==> config.mk <==
export PLATFORM = sky130hd
export DESIGN_NAME = uart_led_cmd
export DESIGN_NICKNAME = d
export VERILOG_FILES = /design/src/rtl/uart_led_cmd.sv
export SDC_FILE = /design/constraint.sdc
export NUM_CORES = 1
export LEC_CHECK = 0
export CORE_ASPECT_RATIO = 0.5
export CORE_UTILIZATION = 52
export CTS_CLUSTER_SIZE = 28
export DETAILED_ROUTE_END_ITERATION = 16
export PLACE_DENSITY = 0.74
export SLEW_MARGIN = 20
export SYNTH_ARGS = -nofsm -noshare
export SYNTH_HDL_FRONTEND = slang
export SYNTH_SLANG_ARGS = --single-unit
==> constraint.sdc <==
create_clock -name i_clk -period 2 [get_ports i_clk]
set_input_delay 0.4 -clock i_clk [delete_from_list [all_inputs] [get_ports i_clk]]
set_output_delay 0.4 -clock i_clk [all_outputs]
set_load 0.01 [all_outputs]
==> src/rtl/uart_led_cmd.sv <==
// LED command decoder fed by the UART receiver: edge-detects the receiver's ready level,
// parses 'S'/'B'/'C' commands and drives static or blinking LED patterns.
module uart_led_cmd #(
   parameter int DATA_BITS      = 8,
   parameter int BLINK_CYCLES   = 25_000_000,
   parameter int TIMEOUT_CYCLES = 50_000_000
) (
   input  logic                 i_clk,
   input  logic                 i_rst_n,
   input  logic [DATA_BITS-1:0] i_data_rx,
   input  logic                 i_ready_rx,
   output logic [DATA_BITS-1:0] o_led,
   output logic                 o_cmd_done,
   output logic                 o_cmd_err
);

   localparam int BW = $clog2(BLINK_CYCLES);
   localparam int TW = $clog2(TIMEOUT_CYCLES);
   localparam logic [BW-1:0] BLINK_LAST   = BW'(BLINK_CYCLES - 1);
   localparam logic [TW-1:0] TIMEOUT_LAST = TW'(TIMEOUT_CYCLES - 1);
   localparam logic [DATA_BITS-1:0] OP_SET   = DATA_BITS'(8'h53);
   localparam logic [DATA_BITS-1:0] OP_BLINK = DATA_BITS'(8'h42);
   localparam logic [DATA_BITS-1:0] OP_CLEAR = DATA_BITS'(8'h43);

   typedef enum logic {CMD_IDLE, CMD_ARG} state_t;

   state_t               state, state_nxt;
   logic                 ready_d;
   logic                 strb;
   logic                 op_blink;
   logic [TW-1:0]        tcnt;
   logic [BW-1:0]        bcnt;
   logic                 phase;
   logic [DATA_BITS-1:0] led_reg;
   logic [DATA_BITS-1:0] blink_mask;
   logic                 arm, do_set, do_blink, do_clear, done_nxt, err_nxt;

   // ready_d comes out of reset high so a ready level held across release is not a new frame
   assign strb = i_ready_rx & ~ready_d;

   always_ff @(posedge i_clk or negedge i_rst_n) begin
      if (!i_rst_n) begin
         state <= CMD_IDLE;
      end else begin
         state <= state_nxt;
      end
   end

   always_comb begin
      state_nxt = state;
      arm       = 1'b0;
      do_set    = 1'b0;
      do_blink  = 1'b0;
      do_clear  = 1'b0;
      done_nxt  = 1'b0;
      err_nxt   = 1'b0;
      case (state)
         CMD_IDLE: begin
            if (strb) begin
               if (i_data_rx == OP_SET || i_data_rx == OP_BLINK) begin
                  arm       = 1'b1;
                  state_nxt = CMD_ARG;
               end else if (i_data_rx == OP_CLEAR) begin
                  do_clear = 1'b1;
                  done_nxt = 1'b1;
               end else begin
                  err_nxt = 1'b1;
               end
            end
         end
         CMD_ARG: begin
            // a strobe landing on the timeout cycle still applies the command
            if (strb) begin
               do_blink  = op_blink;
               do_set    = ~op_blink;
               done_nxt  = 1'b1;
               state_nxt = CMD_IDLE;
            end else if (tcnt == TIMEOUT_LAST) begin
               err_nxt   = 1'b1;
               state_nxt = CMD_IDLE;
            end
         end
         default: state_nxt = CMD_IDLE;
      endcase
   end

   always_ff @(posedge i_clk or negedge i_rst_n) begin
      if (!i_rst_n) begin
         ready_d    <= 1'b1;
         op_blink   <= 1'b0;
         tcnt       <= '0;
         led_reg    <= '0;
         blink_mask <= '0;
         o_cmd_done <= 1'b0;
         o_cmd_err  <= 1'b0;
      end else begin
         ready_d    <= i_ready_rx;
         o_cmd_done <= done_nxt;
         o_cmd_err  <= err_nxt;
         if (arm) begin
            op_blink <= (i_data_rx == OP_BLINK);
         end
         if (state == CMD_ARG) begin
            tcnt <= tcnt + 1'b1;
         end else begin
            tcnt <= '0;
         end
         if (do_clear) begin
            led_reg    <= '0;
            blink_mask <= '0;
         end else if (do_set) begin
            led_reg <= i_data_rx;
         end else if (do_blink) begin
            blink_mask <= i_data_rx;
         end
      end
   end

   // free-running blink timebase, restarted when a new blink mask is loaded
   always_ff @(posedge i_clk or negedge i_rst_n) begin
      if (!i_rst_n) begin
         bcnt  <= '0;
         phase <= 1'b0;
      end else if (do_blink) begin
         bcnt  <= '0;
         phase <= 1'b0;
      end else if (bcnt == BLINK_LAST) begin
         bcnt  <= '0;
         phase <= ~phase;
      end else begin
         bcnt <= bcnt + 1'b1;
      end
   end

   always_ff @(posedge i_clk or negedge i_rst_n) begin
      if (!i_rst_n) begin
         o_led <= '0;
      end else begin
         o_led <= led_reg ^ (blink_mask & {DATA_BITS{phase}});
      end
   end

endmodule

==> flow_summary_export.csv <==
group,metric,value,unit
final_layout,largest_register,"tcnt",
logic_synthesis,synth-main-ff-cell,"dfrtp_1",
clocking,path_clk_slew,60,ps
detailed_routing,dr.pass1.iters,4,
floorplan,start_util,56.0,%
clocking,h-tree-depth,3,
power,leakagePower,0.00199,µW
clocking,postCtsHoldBufs,0,
power,p_per_area,827,nW/µm²
final_layout,diodes,0,
final_layout,largest_reg_flops,26,
place,dp_cells,544,
sta,worst_pin_slew,488,ps
flow_run,max-cap-violations,0,
sta,rsz0062_at_grt,"yes",
final_layout,multi_input_area,1810,µm²
clocking,clock_path_buffers,2,
critical_path,cp.arrival,2180,ps
detailed_routing,drt-initial-drc-count,208,
floorplan,die_h,63.2,µm
global_routing,grt_pass1_vias,3256,
floorplan,pin_count,21,
sta,layout_setup_ws,45.1,ps
power,ir_drop,0.000597,V
final_layout,seq_area,2030,µm²
logic_synthesis,ys_types,44,
sta,hold_viol_final,0,
floorplan,die_area,7860,µm²
clocking,root_buffer,"clkbuf_16",
logic_synthesis,synth_edf_count,0,
logic_synthesis,yosys_warnings,0,
critical_path,setup.worst_path.start_class,"input pin",
clocking,numCtsBuffers,9,
logic_synthesis,netlist_area,3900,µm²
detailed_routing,routedWlPerCell,15.3,µm
sta,slew_viol_final,0,
final_layout,num-nets-final,478,
critical_path,crit_type,"input pin to flip-flop",
critical_path,worst_ep_required_time,2220,ps
sta,setup_violations,0,
sta,finClkSkew,5.86,ps
floorplan,rows,21,
logic_synthesis,avgSynthCellArea,9.60,µm²
place,gp_congestion,0.884,
sta,max_freq,512,MHz
final_layout,instances_no_fill,562,
global_routing,grt_remaining_overflow,0,
final_layout,n_fill_cell,523,
global_routing,grt_use_total,24.1,%
logic_synthesis,synth-seq-area-share,52.1,%
final_layout,layout-drive-gt1-share,16.4,%
final_layout,area_growth,24.6,%
detailed_routing,drc_errors,0,
place,dpl_worst_slack,-523,ps
clocking,clock-sinks,81,
logic_synthesis,synth_fp_nets,419,
place,hpwlAfterDp,5.99,mm
critical_path,worstSetupEndpointType,"flip-flop",
place,io_buffer_count,20,
sta,fin_crit_sh,97.7,%
detailed_routing,wirelength,8.59,mm
detailed_routing,vias,3246,
sta,finalCriticalPeriod,1950,ps
floorplan,core,6960,µm²
floorplan,die_w,124,µm
logic_synthesis,ys_ff_latch,81,
critical_path,cp_max_fo,8,
detailed_routing,vias_per_cell,5.78,
worst_hold_path,hp-class,"input pin to async pin",
clocking,cts_tree,"yes",
global_routing,grt_pass1_wl,15.0,mm
sta,slew_headroom,67.5,%
run_status,run_status,"finished, final reports clean",
logic_synthesis,synthArstFlopShare,100,%
sta,hold_ws,18.0,ps
sta,tns,0,ps
final_layout,post-route-util,69.7,%
global_routing,antenna_found_initial,0,
global_routing,grt_max_degree,37,
detailed_routing,antenna_left,0,
final_layout,largestRegisters,"tcnt (26), bcnt (25)",
logic_synthesis,synthCells,406,
clocking,clock_latency,340,ps
==> path summary, 6_finish.rpt <==
path | from | endpoint | slack [ps] | cells after the start
min in group i_clk | i_data_rx[2] | led_reg[2] | 460 | 3
min reg2reg | bcnt[0] | bcnt[0] | 470 | 1
max reg2reg | tcnt[10] | o_cmd_err | 70 | 5
max | i_data_rx[2] | blink_mask[7] | 50 | 6
max in group asynchronous | i_rst_n | bcnt[13] | 1380 | 2
min | i_rst_n | tcnt[4] | 20 | 1
==> power breakdown <==
| part | leakage [µW] | internal (µW) | total (µW) | switching, µW |
|---|---|---|---|---|
| combinational | 0.000757 | 224 | 464 | 240 |
| sequential | 0.00108 | 1750 | 1840 | 87.4 |
| clock | 0.000151 | 1070 | 1710 | 648 |
==> layout make-up <==
cell class	instances	area share (%)
inverters	6	0.464
well taps	92	2.37
multi-input cells	304	37.3
flip-flops and latches	81	41.8
repair buffers	63	11.5
clock inverters	4	1.03
clock buffers	12	5.49
==> layout by cell type (no fill, tap or decap), types with 2 or more instances in the layout <==
master	instances
xnor2_1	25
o31ai_1	10
o21ai_0	15
nor3_1	10
clkbuf_16	9
or3_4	2
clkinvlp_4	2
clkdlybuf4s50_1	15
nor2_1	35
mux2i_1	3
a21oi_1	25
dlygate4sd2_1	4
nand4_1	12
clkbuf_8	3
and3_1	7
nand2b_1	5
nand2_1	62
inv_1	6
or3_1	9
buf_6	2
nand4b_1	2
or4_4	2
dfrtp_1	79
nor4b_1	2
nor2b_1	2
or4_1	13
xor2_1	9
o21ai_1	5
buf_4	39
nor4_1	6
and4_1	2
buf_12	3
nand3_1	22
==> cells by family after synthesis <==
kind of cell	synth area share (%)
compound gates	8.83
flops	52.1
simple gates	27.6
mux	0.771
fa+ha+maj	0.642
buf+inv	2.47
xor+xnor	7.64
==> routing by layer <==
| metal | share of wire (%) | global-route usage (%) | up-vias |
|---|---|---|---|
| li1 | - | - | 1555 |
| met1 | 43 | 28.5 | 1607 |
| met2 | 51 | 42.4 | 69 |
| met3 | 4.4 | 7.22 | 15 |
| met4 | 1.6 | 7.98 | 0 |
| met5 | 0 | 0 | - |
==> worst max-delay path, stage by stage <==
cell	delay, ps
dlygate4sd2_1	260
or4b_4	540
or4_4	460
nor3b_4	260
buf_6	160
o21ai_0	90
==> timing repair <==
item                       in CTS  in global routing
pin swaps                       3                  4
setup endpoints to repair      18                 43
buffers inserted                0                  2
gates resized for setup         9                  8
==> stage by stage <==
step,total power (µW),area [µm²]
floorplan,2090,3910
finish,4010,4850
CTS,4030,4810
global route,4160,4850
global placement,2310,4490
detailed placement,2330,4490
==> synth_stat cells, types with 7 or more instances <==
library cell  instances  share of area, %
and3_1                7               1.1
xnor2_1              25               5.6
nand4_1              12               1.9
nor4_1                7               1.1
nand2_1              62               6.0
or4_1                13               2.5
o31ai_1              10               1.9
a21oi_1              25               3.2
xor2_1                9               2.0
or3_1                11               1.8
nor2_1               35               3.4
o21ai_0              20               2.6
nand3_1              23               3.0
nor3_1               10               1.3
dfrtp_1              80                51
clkbuf_1             10              0.96
Power figures use the tool's default switching activity.
